**src/rtl/axi_seq_msg_if.sv**
```systemverilog
// AXI-Lite bus bundle between the message sequencer (master) and the peripheral
// interconnect (slave).
interface axi_seq_msg_if #(
  parameter int AW = 32,
  parameter int DW = 32
);
  logic [AW-1:0]   M_AWADDR;
  logic            M_AWVALID;
  logic            M_AWREADY;
  logic [DW-1:0]   M_WDATA;
  logic [DW/8-1:0] M_WSTRB;
  logic            M_WVALID;
  logic            M_WREADY;
  logic [1:0]      M_BRESP;
  logic            M_BVALID;
  logic            M_BREADY;
  logic [AW-1:0]   M_ARADDR;
  logic            M_ARVALID;
  logic            M_ARREADY;
  logic [DW-1:0]   M_RDATA;
  logic [1:0]      M_RRESP;
  logic            M_RVALID;
  logic            M_RREADY;

  modport master (
    output M_AWADDR, M_AWVALID, input M_AWREADY,
    output M_WDATA, M_WSTRB, M_WVALID, input M_WREADY,
    input M_BRESP, M_BVALID, output M_BREADY,
    output M_ARADDR, M_ARVALID, input M_ARREADY,
    input M_RDATA, M_RRESP, M_RVALID, output M_RREADY
  );

  modport slave (
    input M_AWADDR, M_AWVALID, output M_AWREADY,
    input M_WDATA, M_WSTRB, M_WVALID, output M_WREADY,
    output M_BRESP, M_BVALID, input M_BREADY,
    input M_ARADDR, M_ARVALID, output M_ARREADY,
    output M_RDATA, M_RRESP, M_RVALID, input M_RREADY
  );
endinterface

```
**src/rtl/axi_seq_msg.sv**
```systemverilog
// AXI-Lite micro-sequencer: streams bytes from a message RAM to a UART TXDATA register,
// polling STATUS before each byte. Define AXI_SEQ_TIMEOUT_EN to bound polling per byte.
module axi_seq_msg #(
  parameter int          AW           = 32,
  parameter int          DW           = 32,
  parameter logic [31:0] UART_BASE    = 32'h4000_0000,
  parameter logic [31:0] TXDATA_OFS   = 32'h0,
  parameter logic [31:0] STATUS_OFS   = 32'h8,
  parameter int          BUSY_BIT     = 0,
  parameter int          DEPTH        = 64,
  parameter int          POLL_TIMEOUT = 1024
) (
  input  logic                     ACLK,
  input  logic                     ARESET,
  input  logic                     ram_we,
  input  logic [$clog2(DEPTH)-1:0] ram_waddr,
  input  logic [7:0]               ram_wdata,
  input  logic                     cmd_valid,
  output logic                     cmd_ready,
  input  logic [$clog2(DEPTH)-1:0] cmd_addr,
  input  logic [$clog2(DEPTH):0]   cmd_len,
  output logic                     busy,
  output logic                     done,
  output logic                     err,
  output logic [1:0]               err_code,
  axi_seq_msg_if.master            m
);
  localparam int AL = $clog2(DEPTH);
  localparam logic [DW/8-1:0] STRB_BYTE0 = 1;

  typedef enum logic [2:0] {IDLE, POLL_AR, POLL_R, WR, WR_B, NEXT, ERR} state_t;

  state_t          state, state_next;
  logic [1:0]      code_next;
  logic [7:0]      mem [DEPTH];
  logic [AL-1:0]   ptr;
  logic [AL:0]     rem;
  logic            accept;
  logic            status_busy;
  logic            timeout_hit;
  logic            ar_valid, r_ready, aw_valid, w_valid, b_ready;
  logic [AW-1:0]   ar_addr, aw_addr;
  logic [DW-1:0]   w_data;
  logic [DW/8-1:0] w_strb;
  logic            unused_ok;

  assign accept      = cmd_ready && cmd_valid;
  assign status_busy = m.M_RDATA[BUSY_BIT];
  assign unused_ok   = ^{m.M_RDATA, 32'(POLL_TIMEOUT)};

  assign m.M_ARVALID = ar_valid;
  assign m.M_ARADDR  = ar_addr;
  assign m.M_RREADY  = r_ready;
  assign m.M_AWVALID = aw_valid;
  assign m.M_AWADDR  = aw_addr;
  assign m.M_WVALID  = w_valid;
  assign m.M_WDATA   = w_data;
  assign m.M_WSTRB   = w_strb;
  assign m.M_BREADY  = b_ready;

  always_ff @(posedge ACLK) begin
    if (ram_we) mem[ram_waddr] <= ram_wdata;
  end

`ifdef AXI_SEQ_TIMEOUT_EN
  localparam int PW = $clog2(POLL_TIMEOUT + 1);
  logic [PW-1:0] poll_cnt;

  // Counts busy STATUS reads for the current byte; cleared on a non-busy read or a new command.
  assign timeout_hit = (poll_cnt == PW'(POLL_TIMEOUT - 1));

  always_ff @(posedge ACLK or posedge ARESET) begin
    if (ARESET)
      poll_cnt <= '0;
    else if (accept)
      poll_cnt <= '0;
    else if (state == POLL_R && m.M_RVALID)
      poll_cnt <= (m.M_RRESP == 2'b00 && status_busy) ? poll_cnt + 1'b1 : '0;
  end
`else
  assign timeout_hit = 1'b0;
`endif

  always_comb begin
    state_next = state;
    code_next  = err_code;
    case (state)
      IDLE:    if (accept && cmd_len != '0) state_next = POLL_AR;
      POLL_AR: if (m.M_ARREADY) state_next = POLL_R;
      POLL_R: begin
        if (m.M_RVALID) begin
          if (m.M_RRESP != 2'b00) begin
            state_next = ERR;
            code_next  = 2'b01;
          end else if (status_busy) begin
            if (timeout_hit) begin
              state_next = ERR;
              code_next  = 2'b11;
            end else begin
              state_next = POLL_AR;
            end
          end else begin
            state_next = WR;
          end
        end
      end
      // AW and W complete independently; a dropped VALID means that half is finished.
      WR: if ((!aw_valid || m.M_AWREADY) && (!w_valid || m.M_WREADY)) state_next = WR_B;
      WR_B: begin
        if (m.M_BVALID) begin
          if (m.M_BRESP != 2'b00) begin
            state_next = ERR;
            code_next  = 2'b10;
          end else begin
            state_next = NEXT;
          end
        end
      end
      NEXT:    state_next = (rem == (AL+1)'(1)) ? IDLE : POLL_AR;
      ERR:     state_next = IDLE;
      default: state_next = IDLE;
    endcase
  end

  always_ff @(posedge ACLK or posedge ARESET) begin
    if (ARESET) begin
      state     <= IDLE;
      cmd_ready <= 1'b0;
      busy      <= 1'b0;
      done      <= 1'b0;
      err       <= 1'b0;
      err_code  <= 2'b00;
      ptr       <= '0;
      rem       <= '0;
      ar_valid  <= 1'b0;
      ar_addr   <= '0;
      r_ready   <= 1'b0;
      aw_valid  <= 1'b0;
      aw_addr   <= '0;
      w_valid   <= 1'b0;
      w_data    <= '0;
      w_strb    <= '0;
      b_ready   <= 1'b0;
    end else begin
      state     <= state_next;
      cmd_ready <= (state_next == IDLE);
      busy      <= (state_next != IDLE);
      done      <= (accept && cmd_len == '0) || (state == NEXT && rem == (AL+1)'(1));
      err       <= (state == ERR);
      err_code  <= accept ? 2'b00 : code_next;

      if (accept) begin
        ptr <= cmd_addr;
        rem <= cmd_len;
      end else if (state == NEXT) begin
        ptr <= ptr + 1'b1;
        rem <= rem - 1'b1;
      end

      ar_valid <= (state_next == POLL_AR);
      ar_addr  <= AW'(UART_BASE + STATUS_OFS);
      r_ready  <= (state_next == POLL_R);
      b_ready  <= (state_next == WR_B);

      if (state != WR && state_next == WR) begin
        aw_valid <= 1'b1;
        aw_addr  <= AW'(UART_BASE + TXDATA_OFS);
        w_valid  <= 1'b1;
        w_data   <= DW'(mem[ptr]);
        w_strb   <= STRB_BYTE0;
      end else begin
        if (aw_valid && m.M_AWREADY) aw_valid <= 1'b0;
        if (w_valid && m.M_WREADY) w_valid <= 1'b0;
      end
    end
  end
endmodule
```
**src/flat_wrapper.sv**
```systemverilog
// flat-port wrapper written by rule: the top's interface ports become plain ports
module axi_seq_msg_flat 
#(
  parameter int          AW           = 32,
  parameter int          DW           = 32,
  parameter logic [31:0] UART_BASE    = 32'h4000_0000,
  parameter logic [31:0] TXDATA_OFS   = 32'h0,
  parameter logic [31:0] STATUS_OFS   = 32'h8,
  parameter int          BUSY_BIT     = 0,
  parameter int          DEPTH        = 64,
  parameter int          POLL_TIMEOUT = 1024
)
  (ACLK, ARESET, ram_we, ram_waddr, ram_wdata, cmd_valid, cmd_ready, cmd_addr, cmd_len, busy, done, err, err_code, m_M_AWADDR, m_M_AWVALID, m_M_AWREADY, m_M_WDATA, m_M_WSTRB, m_M_WVALID, m_M_WREADY, m_M_BRESP, m_M_BVALID, m_M_BREADY, m_M_ARADDR, m_M_ARVALID, m_M_ARREADY, m_M_RDATA, m_M_RRESP, m_M_RVALID, m_M_RREADY);
  axi_seq_msg_if #(.AW(AW), .DW(DW)) m_i ();
  input  logic ACLK;
  input  logic ARESET;
  input  logic ram_we;
  input  logic [$clog2(DEPTH)-1:0] ram_waddr;
  input  logic [7:0] ram_wdata;
  input  logic cmd_valid;
  output logic cmd_ready;
  input  logic [$clog2(DEPTH)-1:0] cmd_addr;
  input  logic [$clog2(DEPTH):0] cmd_len;
  output logic busy;
  output logic done;
  output logic err;
  output logic [1:0] err_code;
  output wire logic [$bits(m_i.M_AWADDR)-1:0] m_M_AWADDR;
  output wire logic [$bits(m_i.M_AWVALID)-1:0] m_M_AWVALID;
  input wire logic [$bits(m_i.M_AWREADY)-1:0] m_M_AWREADY;
  output wire logic [$bits(m_i.M_WDATA)-1:0] m_M_WDATA;
  output wire logic [$bits(m_i.M_WSTRB)-1:0] m_M_WSTRB;
  output wire logic [$bits(m_i.M_WVALID)-1:0] m_M_WVALID;
  input wire logic [$bits(m_i.M_WREADY)-1:0] m_M_WREADY;
  input wire logic [$bits(m_i.M_BRESP)-1:0] m_M_BRESP;
  input wire logic [$bits(m_i.M_BVALID)-1:0] m_M_BVALID;
  output wire logic [$bits(m_i.M_BREADY)-1:0] m_M_BREADY;
  output wire logic [$bits(m_i.M_ARADDR)-1:0] m_M_ARADDR;
  output wire logic [$bits(m_i.M_ARVALID)-1:0] m_M_ARVALID;
  input wire logic [$bits(m_i.M_ARREADY)-1:0] m_M_ARREADY;
  input wire logic [$bits(m_i.M_RDATA)-1:0] m_M_RDATA;
  input wire logic [$bits(m_i.M_RRESP)-1:0] m_M_RRESP;
  input wire logic [$bits(m_i.M_RVALID)-1:0] m_M_RVALID;
  output wire logic [$bits(m_i.M_RREADY)-1:0] m_M_RREADY;
  assign m_M_AWADDR = m_i.M_AWADDR;
  assign m_M_AWVALID = m_i.M_AWVALID;
  assign m_i.M_AWREADY = m_M_AWREADY;
  assign m_M_WDATA = m_i.M_WDATA;
  assign m_M_WSTRB = m_i.M_WSTRB;
  assign m_M_WVALID = m_i.M_WVALID;
  assign m_i.M_WREADY = m_M_WREADY;
  assign m_i.M_BRESP = m_M_BRESP;
  assign m_i.M_BVALID = m_M_BVALID;
  assign m_M_BREADY = m_i.M_BREADY;
  assign m_M_ARADDR = m_i.M_ARADDR;
  assign m_M_ARVALID = m_i.M_ARVALID;
  assign m_i.M_ARREADY = m_M_ARREADY;
  assign m_i.M_RDATA = m_M_RDATA;
  assign m_i.M_RRESP = m_M_RRESP;
  assign m_i.M_RVALID = m_M_RVALID;
  assign m_M_RREADY = m_i.M_RREADY;
  axi_seq_msg #(.AW(AW), .DW(DW), .UART_BASE(UART_BASE), .TXDATA_OFS(TXDATA_OFS), .STATUS_OFS(STATUS_OFS), .BUSY_BIT(BUSY_BIT), .DEPTH(DEPTH), .POLL_TIMEOUT(POLL_TIMEOUT)) u_core (.ACLK(ACLK), .ARESET(ARESET), .ram_we(ram_we), .ram_waddr(ram_waddr), .ram_wdata(ram_wdata), .cmd_valid(cmd_valid), .cmd_ready(cmd_ready), .cmd_addr(cmd_addr), .cmd_len(cmd_len), .busy(busy), .done(done), .err(err), .err_code(err_code), .m(m_i));
endmodule
```
**config.mk**
```make
export PLATFORM = sky130hd
export DESIGN_NAME = axi_seq_msg_flat
export DESIGN_NICKNAME = d
export VERILOG_FILES = /design/src/rtl/axi_seq_msg_if.sv /design/src/rtl/axi_seq_msg.sv /design/src/flat_wrapper.sv
export SDC_FILE = /design/constraint.sdc
export NUM_CORES = 1
export LEC_CHECK = 0
export CORE_UTILIZATION = 60
export DETAILED_ROUTE_END_ITERATION = 7
export PLACE_DENSITY_LB_ADDON = 0.2
export SLEW_MARGIN = 10
export SYNTH_ARGS = -nofsm -noshare
export SYNTH_HDL_FRONTEND = slang
export SYNTH_SLANG_ARGS = --single-unit
```
**constraint.sdc**
```tcl
create_clock -name ACLK -period 4.3 [get_ports ACLK]
set_clock_uncertainty 0.2 [all_clocks]
set_input_delay 0.86 -clock ACLK [delete_from_list [all_inputs] [get_ports ACLK]]
set_output_delay 0.86 -clock ACLK [all_outputs]
set_load 0.01 [all_outputs]
```
==> results of run 1 <==
power by group through the flow:
stage	registers (mW)	clock network, mW	logic [mW]
finish	6.40	4.50	3.97
detailed placement	6.51	0	3.96
floorplan	6.26	0	2.87
global placement	6.50	0	3.92
global route	6.43	4.76	4.22
CTS	6.40	4.55	3.99
cell usage in the layout, fill, tap and decap left out, drive strengths merged, types with 5 or more instances in the layout:
master,n
clkinv,25
nand2b,8
inv,14
nor2b,13
nand3b,6
o22ai,6
o21ai,16
clkdlybuf4s50,55
a31oi,6
conb,89
clkbuf,69
dfrtp,37
buf,94
o221ai,16
mux2i,64
mux2,12
xnor2,6
nor2,79
nand4,5
a21oi,25
a22oi,22
xor2,5
nor3,10
mux4,103
nand3,12
edfxtp,512
nand2,42
cells in the mapped netlist (3+ instances only):
library cell | n | area (um2)
sky130_fd_sc_hd__nand3b_1 | 6 | 45.0
sky130_fd_sc_hd__nor2_1 | 79 | 297
sky130_fd_sc_hd__buf_1 | 4 | 15.0
sky130_fd_sc_hd__o21ai_0 | 16 | 80.1
sky130_fd_sc_hd__nor3_1 | 10 | 50.1
sky130_fd_sc_hd__a31oi_1 | 6 | 37.5
sky130_fd_sc_hd__a221o_1 | 3 | 30.0
sky130_fd_sc_hd__dfrtp_1 | 37 | 926
sky130_fd_sc_hd__clkbuf_1 | 25 | 93.8
sky130_fd_sc_hd__xnor2_1 | 6 | 52.6
sky130_fd_sc_hd__nand4_1 | 5 | 31.3
sky130_fd_sc_hd__mux2_2 | 7 | 78.8
sky130_fd_sc_hd__a211oi_1 | 3 | 22.5
sky130_fd_sc_hd__nor2b_1 | 13 | 81.3
sky130_fd_sc_hd__inv_1 | 14 | 52.6
sky130_fd_sc_hd__buf_2 | 22 | 110
sky130_fd_sc_hd__a2111oi_0 | 4 | 35.0
sky130_fd_sc_hd__and3_1 | 3 | 18.8
sky130_fd_sc_hd__edfxtp_1 | 512 | 15400
sky130_fd_sc_hd__xor2_1 | 5 | 43.8
sky130_fd_sc_hd__mux2i_1 | 64 | 641
sky130_fd_sc_hd__ha_1 | 3 | 37.5
sky130_fd_sc_hd__nand3_1 | 11 | 55.1
sky130_fd_sc_hd__nand2_1 | 42 | 158
sky130_fd_sc_hd__nor4_1 | 3 | 18.8
sky130_fd_sc_hd__nand2b_1 | 8 | 50.1
sky130_fd_sc_hd__a22oi_1 | 22 | 165
sky130_fd_sc_hd__a21oi_1 | 25 | 125
sky130_fd_sc_hd__mux4_2 | 103 | 2320
sky130_fd_sc_hd__mux2_4 | 5 | 75.1
sky130_fd_sc_hd__buf_4 | 100 | 751
sky130_fd_sc_hd__o221ai_1 | 16 | 140
sky130_fd_sc_hd__a32o_1 | 4 | 40.0
sky130_fd_sc_hd__o22ai_1 | 6 | 37.5
metal layers:
layer	share of wire	wire (um)
met3	0.077	3780
met4	0.022	1060
met5	0	0
met1	0.40	19600
met2	0.50	24400
critical path: stages:
cell and delay, ns:
sky130_fd_sc_hd__clkdlybuf4s50_1 0.42, sky130_fd_sc_hd__or4_4 0.55, sky130_fd_sc_hd__nor4_4 0.17, sky130_fd_sc_hd__o32ai_1 0.15
sky130_fd_sc_hd__a221oi_2 0.42, sky130_fd_sc_hd__a2111o_1 0.54, sky130_fd_sc_hd__mux2_2 0.40
how the worst min path moves through the flow:
stage / slack (ns) / endpoint / cells past startpoint / start
4_1_cts: 0.25 / u_core.m.M_ARADDR[3] / 2 / ARESET
5_1_grt: 0.28 / u_core.m.M_ARADDR[3] / 2 / ARESET
3_3_place_gp: 0.28 / u_core.m.M_AWADDR[30] / 1 / u_core.m.M_AWADDR[30]
6_report: 0.27 / u_core.m.M_ARADDR[3] / 2 / ARESET
2_1_floorplan: 0.32 / u_core.m.M_AWADDR[30] / 1 / u_core.m.M_AWADDR[30]
3_5_place_dp: 0.29 / u_core.m.M_AWADDR[30] / 1 / u_core.m.M_AWADDR[30]
state kept, by name, summed over array words and instances, names as in the netlist, 2 cells and up:
register          cells
u_core.state          3
u_core.mem          512
u_core.err_code       2
u_core.ptr            6
u_core.m.M_WDATA      8
u_core.rem            7
cells by family after synthesis:
logic type | after synthesis | share of synthesized area
DFF | 549 | 0.728
buffers and inverters | 168 | 0.0469
xor gates and xnor gates | 11 | 0.00430
and+or+nand+nor | 193 | 0.0412
adders and majority gates | 3 | 0.00168
muxes | 179 | 0.139
other | 2 | 0.000335
AOI/OAI and AO/OA | 121 | 0.0384
final cells by class:
| class | count | area share |
|---|---|---|
| well taps | 468 | 0.0232 |
| flip-flops and latches | 549 | 0.645 |
| clock buffers | 69 | 0.0565 |
| repair buffers | 149 | 0.0505 |
| clock inverters | 31 | 0.00985 |
| inverters | 14 | 0.00208 |
| multi-input cells | 596 | 0.212 |
through the flow:
step | instances | worst slack [ns] | power, mW | util
4_1_cts | 1876 | 1.03 | 14.9 | 0.689
3_5_place_dp | 1776 | 0.454 | 10.5 | 0.643
3_3_place_gp | 1776 | 0.471 | 10.4 | 0.643
6_report | 1876 | 1.06 | 14.9 | 0.689
5_1_grt | 1876 | 0.966 | 15.4 | 0.689
2_1_floorplan | 1313 | 1.35 | 9.13 | -
==> summary.txt, run 1 <==
Status
  – Run status: completed

Clock tree
  – Root Buffer Master: sky130_fd_sc_hd__clkbuf_16
  – Clock tree buffer depth: 3
  – Hold bufs inserted after CTS: 0
  – CTS H-tree lvls: 2
  – TritonCTS Sinks: 549
  – Worst skew pair latency: 0.60 ns
  – Post-CTS setup-driven buffer insertion count: 0
  – Resized cells post-CTS: 0
  – CTS buffer count: 53
  – Clock transition at the register clock pins on the worst setup and hold paths after CTS: 0.06 ns
  – TritonCTS clock tree: done

Routing
  – Detailed-route via count: 11700
  – Remaining antenna violation count: 0
  – Total wire length: 48.8 mm
  – Starting DRT DRC Count: 1161
  – Routed via count divided by cell count: 6.23
  – First-pass iteration count of the detailed router: 5
  – Routed wirelength normalized by instance count: 26.0 um
  – DRC violations left: 0

Min path
  – Worst hold path class: in2async

Floorplan
  – Die Height: 195 um
  – Core region area: 36700 um2
  – Top-level port count: 183
  – Die X: 195 um
  – Die ar.: 38100 um2
  – Initial cell density of the core: 0.610
  – Standard-cell rows: 70

Place
  – Total placed instance area: 23600 um2
  – HPWL Detailed: 29.8 mm
  – Port buffer count: 63
  – GPL Wtd Cong: 0.854

Global routing
  – Initial antenna violation count: 0
  – Maximum number of pins on one net before global-route repair: 65
  – GR peak layer: met2
  – Global-route wire length before repair: 72.5 mm
  – Routing usage on met1: 0.372
  – Via count of the first global-routing pass: 11400
  – GRT Resource Usage Total: 0.263
  – GRT met3 Usage: 0.0440
  – Met2 global-route usage: 0.433
  – Residual overflow from global routing: 0

STA
  – Fmax: 0.309 GHz
  – RSZ-0062 raised after global routing: false
  – Aggregate negative setup slack: 0 ns
  – Max_slew headroom: 0.170
  – Worst-Margin Slew: 1.25 ns
  – Final setup violation count: 0
  – Number of max-slew violations in the final report: 0
  – Worst hold slack: 0.266 ns
  – Final critical-path share of the clock period: 0.754
  – Clock period minus final worst setup slack: 3.24 ns
  – Final Hold Vio Count: 0

Power and ir drop
  – Switching power: 4.44 mW
  – Proportion of power drawn by flip-flops and latches: 0.430
  – Net Sw Frac: 0.299
  – Combinational power share: 0.267
  – Clock share of power: 0.303
  – Power per cell area: 589 nW/um2
  – Worst ir drop on vdd: 0.416 mV
  – Internal Power: 10.4 mW
  – Leak: 8.50 nW

Logic synthesis
  – Async set-reset flop share out of synthesis: 0.0674
  – Post-synthesis instance area: 22400 um2
  – Share of synthesized area occupied by flip-flops and latches: 0.728
  – Gate count of the mapped netlist: 1226
  – Total of flip-flops plus latches after synthesis: 549
  – Most common flop cell mapped by yosys: sky130_fd_sc_hd__edfxtp_1
  – Number of enable flip-flop cells after synthesis: 512
  – Number of unique standard cell types used by synthesis: 60
  – Synth warnings: 0
  – Mean instance size in the synthesized netlist: 18.3 um2

Final layout
  – Area of combinational cells with multiple inputs: 5370 um2
  – Area added between synthesis and finish: 12.9%
  – Diode insertion count for antenna repair: 0
  – Net count reported at finish: 1438
  – Final Cell Area: 25300 um2
  – Storage cell area: 16300 um2
  – Share of post-route cells with drive strength above 1: 0.207
  – Fill cell count: 2319

Worst setup path
  – Arrival time reported for the critical path endpoint: 3.51 ns
  – Endpoint of the most critical setup path: u_core.m.M_WDATA[7]
  – Class of the most critical setup path: in2reg
  – Start point of the critical path: cmd_len[2]
  – Startpoint types: input pin
  – RR Startpoint: u_core.ptr[1]
  – Crit Reg-Reg Endpoint: u_core.m.M_WDATA[7]
  – Reg-to-reg setup timing slack: 1.10 ns
  – Crit-path max FO: 10
  – Worst reg-to-reg path cell count: 7
  – Kind of capture point of the worst setup path: register
  – Required time at the worst-slack endpoint: 4.57 ns

Run
  – MaxCap Viol Count: 0
(Power assumes the default switching activity.)
==> run 2, diff against run 1 <==
--- a/config.mk
+++ b/config.mk
@@ -5,7 +5,7 @@
 export SDC_FILE = /design/constraint.sdc
 export NUM_CORES = 1
 export LEC_CHECK = 0
-export CORE_UTILIZATION = 60
+export CORE_UTILIZATION = 58
 export DETAILED_ROUTE_END_ITERATION = 7
 export PLACE_DENSITY_LB_ADDON = 0.2
 export SLEW_MARGIN = 10
==> constraint.sdc (replaced) <==
create_clock -name ACLK -period 3.05 [get_ports ACLK]
set_clock_uncertainty 0.2 [all_clocks]
set_input_delay 0.61 -clock ACLK [delete_from_list [all_inputs] [get_ports ACLK]]
set_output_delay 0.61 -clock ACLK [all_outputs]
set_load 0.01 [all_outputs]
==> summary.txt, run 2 (synthesis gave the netlist of run 1 again) <==
Final layout
  – Top library cells by usage in the layout, fill and taps aside: sky130_fd_sc_hd__edfxtp_1, sky130_fd_sc_hd__buf_4, sky130_fd_sc_hd__mux4_2
  – Area added between synthesis and finish: 16.6%
  – Share of post-route cells with drive strength above 1: 0.250
  – Top reg by flops: u_core.mem
  – Diode insertion count for antenna repair: 0
  – Flip-flop count of the largest register, all copies and words added: 512
  – Final Cell Area: 26100 um2
  – Net count reported at finish: 1517
  – Leading cell type in the layout, fill and taps excluded: sky130_fd_sc_hd__edfxtp_1

Place
  – Port buffer count: 63
  – GPL Wtd Cong: 0.841
  – HPWL Detailed: 32.8 mm
  – Total placed instance area: 24300 um2

Global routing
  – Residual overflow from global routing: 0
  – GRT Resource Usage Total: 0.268
  – Maximum number of pins on one net before global-route repair: 65
  – Via count of the first global-routing pass: 11900
  – Initial antenna violation count: 0
  – Global-route wire length before repair: 75.3 mm

STA
  – Worst-Margin Slew: 0.983 ns
  – RSZ-0062 raised after global routing: false
  – Worst hold slack: 0.236 ns
  – Final critical-path share of the clock period: 0.958
  – Clock period minus final worst setup slack: 2.92 ns
  – Final setup violation count: 0
  – Number of max-slew violations in the final report: 0
  – Final Hold Vio Count: 0
  – Max_slew headroom: 0.341
  – Aggregate negative setup slack: 0 ns
  – Fmax: 0.342 GHz

Clock tree
  – CTS H-tree lvls: 2
  – Root Buffer Master: sky130_fd_sc_hd__clkbuf_16
  – Hold bufs inserted after CTS: 0
  – TritonCTS clock tree: done
  – TritonCTS Sinks: 549
  – Worst skew pair latency: 0.59 ns
  – Clock tree buffer depth: 3
  – Clock transition at the register clock pins on the worst setup and hold paths after CTS: 0.06 ns
  – Post-CTS setup-driven buffer insertion count: 0
  – Resized cells post-CTS: 0
  – CTS buffer count: 55

Floorplan
  – Standard-cell rows: 71
  – Die X: 198 um
  – Top-level port count: 183
  – Initial cell density of the core: 0.592
  – Die ar.: 39400 um2
  – Core region area: 37800 um2
  – Die Height: 198 um

Routing
  – Remaining antenna violation count: 0
  – DRC violations left: 0
  – Routed wirelength normalized by instance count: 25.5 um
  – Detailed-route via count: 12000
  – First-pass iteration count of the detailed router: 5
  – Routed via count divided by cell count: 6.01
  – Starting DRT DRC Count: 1090
  – Total wire length: 50.9 mm

Power and ir drop
  – Worst ir drop on vdd: 0.542 mV
  – Power per cell area: 838 nW/um2
  – Leak: 8.96 nW

Worst setup path
  – Required time at the worst-slack endpoint: 3.31 ns
  – Crit-path max FO: 9
  – Start point of the critical path: u_core.ptr[0]
  – RR Startpoint: u_core.ptr[0]
  – Class of the most critical setup path: reg2reg
  – Endpoint of the most critical setup path: u_core.m.M_WDATA[5]
  – Startpoint types: register
  – Arrival time reported for the critical path endpoint: 3.18 ns
  – Worst reg-to-reg path cell count: 9
  – Kind of capture point of the worst setup path: register
  – Reg-to-reg setup timing slack: 0.13 ns
  – Crit Reg-Reg Endpoint: u_core.m.M_WDATA[5]

Min path
  – Worst hold path class: in2async

Run
  – MaxCap Viol Count: 0

Status
  – Run status: completed
## run 2: changes by cell type in the layout (fill, tap and decap cells not counted), sizes merged
cell	delta
buf	+77
bufinv	-1
clkbuf	+4
clkinv	-3
## run 2: cell type report
cell class                 count  area (um2)
multi-input combinational    596        5370
clock inverter                27         205
inverter                      14        52.6
clock buffer                  73        1530
fill                        2455       11700
sequential                   549       16300
tap                          511         639
timing repair buffer         226        2000
## run 2: worst min-delay path by stage
stage                                  to  depth (start not counted)
global route            u_core.mem[42][1]                          1
floorplan           u_core.m.M_AWADDR[30]                          1
finish                    u_core.state[0]                          2
global placement      u_core.m.M_WDATA[7]                          1
CTS                    u_core.m.M_ARVALID                          2
detailed placement  u_core.m.M_AWADDR[30]                          1
## run 2: metrics by stage
stage,setup slack (ns),power [mW],std cells,utilization
4_1_cts,0.0887,21.9,1994,0.689
2_1_floorplan,0.348,12.9,1313,-
6_report,0.128,21.9,1996,0.690
3_3_place_gp,-0.155,15.3,1894,0.643
3_5_place_dp,-0.161,15.4,1894,0.643
5_1_grt,0.101,22.6,1996,0.690
## run 2: report_power, final
group / internal, mW / switching, mW / total, mW
sequential: 8.51 / 0.363 / 8.87
combinational: 3.12 / 3.41 / 6.53
clock: 3.75 / 2.72 / 6.47
total: 15.4 / 6.49 / 21.9
## run 2: metal layers
metal / vias to the layer above / GRT usage / share of wire
met5: - / 0 / 0
met4: 0 / 0.102 / 0.034
met3: 100 / 0.0404 / 0.082
met2: 614 / 0.426 / 0.48
met1: 6160 / 0.382 / 0.40
li1: 5126 / - / -
## run 2: worst max-delay path: stages (launching register included)
cell and delay [ns]:
sky130_fd_sc_hd__dfrtp_4 0.45, sky130_fd_sc_hd__buf_12 0.14, sky130_fd_sc_hd__buf_12 0.15, sky130_fd_sc_hd__mux4_2 0.55, sky130_fd_sc_hd__a22o_1 0.23, sky130_fd_sc_hd__a2111oi_0 0.39, sky130_fd_sc_hd__buf_4 0.19, sky130_fd_sc_hd__a211oi_1 0.07
sky130_fd_sc_hd__a31oi_1 0.29, sky130_fd_sc_hd__mux2i_1 0.11
==> run 3, diff against run 2 <==
--- a/config.mk
+++ b/config.mk
@@ -6,6 +6,7 @@
 export NUM_CORES = 1
 export LEC_CHECK = 0
 export CORE_UTILIZATION = 58
+export CTS_BUF_LIST = sky130_fd_sc_hd__clkbuf_16
 export DETAILED_ROUTE_END_ITERATION = 7
 export PLACE_DENSITY_LB_ADDON = 0.2
 export SLEW_MARGIN = 10
==> summary.txt, run 3 (synthesis gave the netlist of run 1 again) <==
Final layout
  – Flip-flop count of the largest register, all copies and words added: 512
  – Top library cells by usage in the layout, fill and taps aside: sky130_fd_sc_hd__edfxtp_1, sky130_fd_sc_hd__buf_4, sky130_fd_sc_hd__mux4_2
  – Top reg by flops: u_core.mem
  – Share of post-route cells with drive strength above 1: 0.247
  – Leading cell type in the layout, fill and taps excluded: sky130_fd_sc_hd__edfxtp_1
  – Net count reported at finish: 1517
  – Area added between synthesis and finish: 16.4%
  – Fill cell count: 2461
  – Diode insertion count for antenna repair: 0
  – Layout Cells excl Fill: 1996

Clock tree
  – TritonCTS clock tree: done
  – Worst skew pair latency: 0.59 ns
  – TritonCTS Sinks: 549
  – CTS buffer count: 55
  – Resized cells post-CTS: 0
  – Post-CTS setup-driven buffer insertion count: 0
  – Clock tree buffer depth: 3
  – Root Buffer Master: sky130_fd_sc_hd__clkbuf_16
  – CTS H-tree lvls: 2
  – Clock transition at the register clock pins on the worst setup and hold paths after CTS: 0.06 ns
  – Hold bufs inserted after CTS: 0

Power and ir drop
  – Leak: 8.98 nW
  – Net Sw Frac: 0.299
  – Worst ir drop on vdd: 0.542 mV
  – Clock share of power: 0.292
  – Internal Power: 15.2 mW
  – Proportion of power drawn by flip-flops and latches: 0.408
  – Switching power: 6.50 mW
  – Post-layout total power: 21.7 mW
  – Power per cell area: 834 nW/um2
  – Combinational power share: 0.300

Global routing
  – Maximum number of pins on one net before global-route repair: 65
  – Residual overflow from global routing: 0
  – Global-route wire length before repair: 75.3 mm
  – Via count of the first global-routing pass: 11900
  – GRT Resource Usage Total: 0.268
  – Initial antenna violation count: 0

Worst setup path
  – Highest cell delay on the worst timing path: 0.55 ns
  – Worst reg-to-reg path cell count: 9
  – Crit-path max FO: 9
  – Buffering stage count on the worst path with inverters included: 3
  – Most frequent CP cell: sky130_fd_sc_hd__buf_12
  – Kind of capture point of the worst setup path: register
  – Required time at the worst-slack endpoint: 3.31 ns
  – Slowest cell on crit path: sky130_fd_sc_hd__mux4_2
  – Arrival time reported for the critical path endpoint: 3.14 ns
  – Startpoint types: register
  – Class of the most critical setup path: reg2reg
  – CP cell instances: buf_12, buf_12, mux4_2, a22o_1, a2111oi_0, buf_4, a211oi_1, a31oi_1, mux2i_1
  – Cell depth of the worst setup path: 9
  – Gate family responsible for the most delay along the worst path: compound AO/OA/AOI/OAI gates

STA
  – Fmax: 0.347 GHz
  – Final setup violation count: 0
  – Worst hold slack: 0.233 ns
  – Number of max-slew violations in the final report: 0
  – Worst-Margin Slew: 0.984 ns
  – Max_slew headroom: 0.340
  – Final critical-path share of the clock period: 0.944
  – RSZ-0062 raised after global routing: false
  – Clock period minus final worst setup slack: 2.88 ns
  – Final Hold Vio Count: 0

Run
  – MaxCap Viol Count: 0

Place
  – Number of instances in the placed design: 1894
  – GPL Wtd Cong: 0.841
  – HPWL Detailed: 32.8 mm
  – Port buffer count: 63

Status
  – Run status: completed

Routing
  – Total wire length: 50.8 mm
  – Routed via count divided by cell count: 6.02
  – Starting DRT DRC Count: 1116
  – Routed wirelength normalized by instance count: 25.4 um
  – DRC violations left: 0
  – Remaining antenna violation count: 0
  – Detailed-route via count: 12000
  – First-pass iteration count of the detailed router: 5

Floorplan
  – Core region area: 37800 um2
  – Die X: 198 um
  – Standard-cell rows: 71
  – Die ar.: 39400 um2
  – Initial cell density of the core: 0.592
  – Top-level port count: 183
  – Die Height: 198 um

Min path
  – Worst hold path class: in2async
run 3: cell count changes in the layout (fill, tap and decap cells not counted), sizes merged:
cell	change
clkbuf	-16
inv	+12
clkinv	+4
run 3: routing by layer:
| layer | share of wire | global-route usage | wire, um | up-vias |
|---|---|---|---|---|
| met5 | 0 | 0 | 0 | - |
| met4 | 0.034 | 0.104 | 1720 | 0 |
| met3 | 0.078 | 0.0405 | 3970 | 97 |
| met2 | 0.48 | 0.424 | 24500 | 590 |
| met1 | 0.41 | 0.383 | 20600 | 6192 |
| li1 | - | - | - | 5138 |
run 3: final cells by class:
cell class	instances	area [um2]	area share
timing repair buffer	226	2000	0.0768
inverter	14	52.6	0.00202
clock buffer	57	1430	0.0547
multi-input combinational	596	5370	0.206
tap	511	639	0.0245
clock inverter	43	265	0.0102
sequential	549	16300	0.626
run 3: worst reg2reg max path: cells and delay by family, from the launching register on:
| family | cells | cell delay (ns) |
|---|---|---|
| compound gates | 4 | 0.95 |
| buf+inv | 3 | 0.48 |
| flops | 1 | 0.45 |
| mux | 2 | 0.67 |
run 3: final timing paths:
check                                    start  slack, ns                   to
max                              u_core.ptr[0]       0.17  u_core.m.M_WDATA[5]
min                                     ARESET       0.23      u_core.state[0]
max reg2reg                      u_core.ptr[0]       0.17  u_core.m.M_WDATA[5]
min reg2reg                u_core.m.M_WDATA[7]       0.33  u_core.m.M_WDATA[7]
max in group asynchronous               ARESET       1.75  u_core.m.M_WDATA[0]
min in group ACLK                 ram_wdata[1]       0.28    u_core.mem[46][1]
run 3: power by group through the flow:
| stage | Combinational (mW) | Sequential [mW] | Clock [mW] |
|---|---|---|---|
| 2_1_floorplan | 4.05 | 8.83 | 0 |
| 3_3_place_gp | 6.28 | 9.05 | 0 |
| 3_5_place_dp | 6.37 | 9.06 | 0 |
| 4_1_cts | 6.42 | 8.91 | 6.42 |
| 5_1_grt | 6.92 | 8.89 | 6.68 |
| 6_report | 6.52 | 8.87 | 6.34 |
run 3: metrics by stage:
step	utilization	area, um2	setup TNS (ns)	worst slack (ns)
final	0.689	26100	0	0.172
after global routing	0.689	26100	0	0.100
after CTS	0.688	26000	0	0.0884
after detailed placement	0.643	24300	-1.13	-0.161
after global placement	0.643	24300	-1.05	-0.155
after floorplan	-	22700	0	0.348
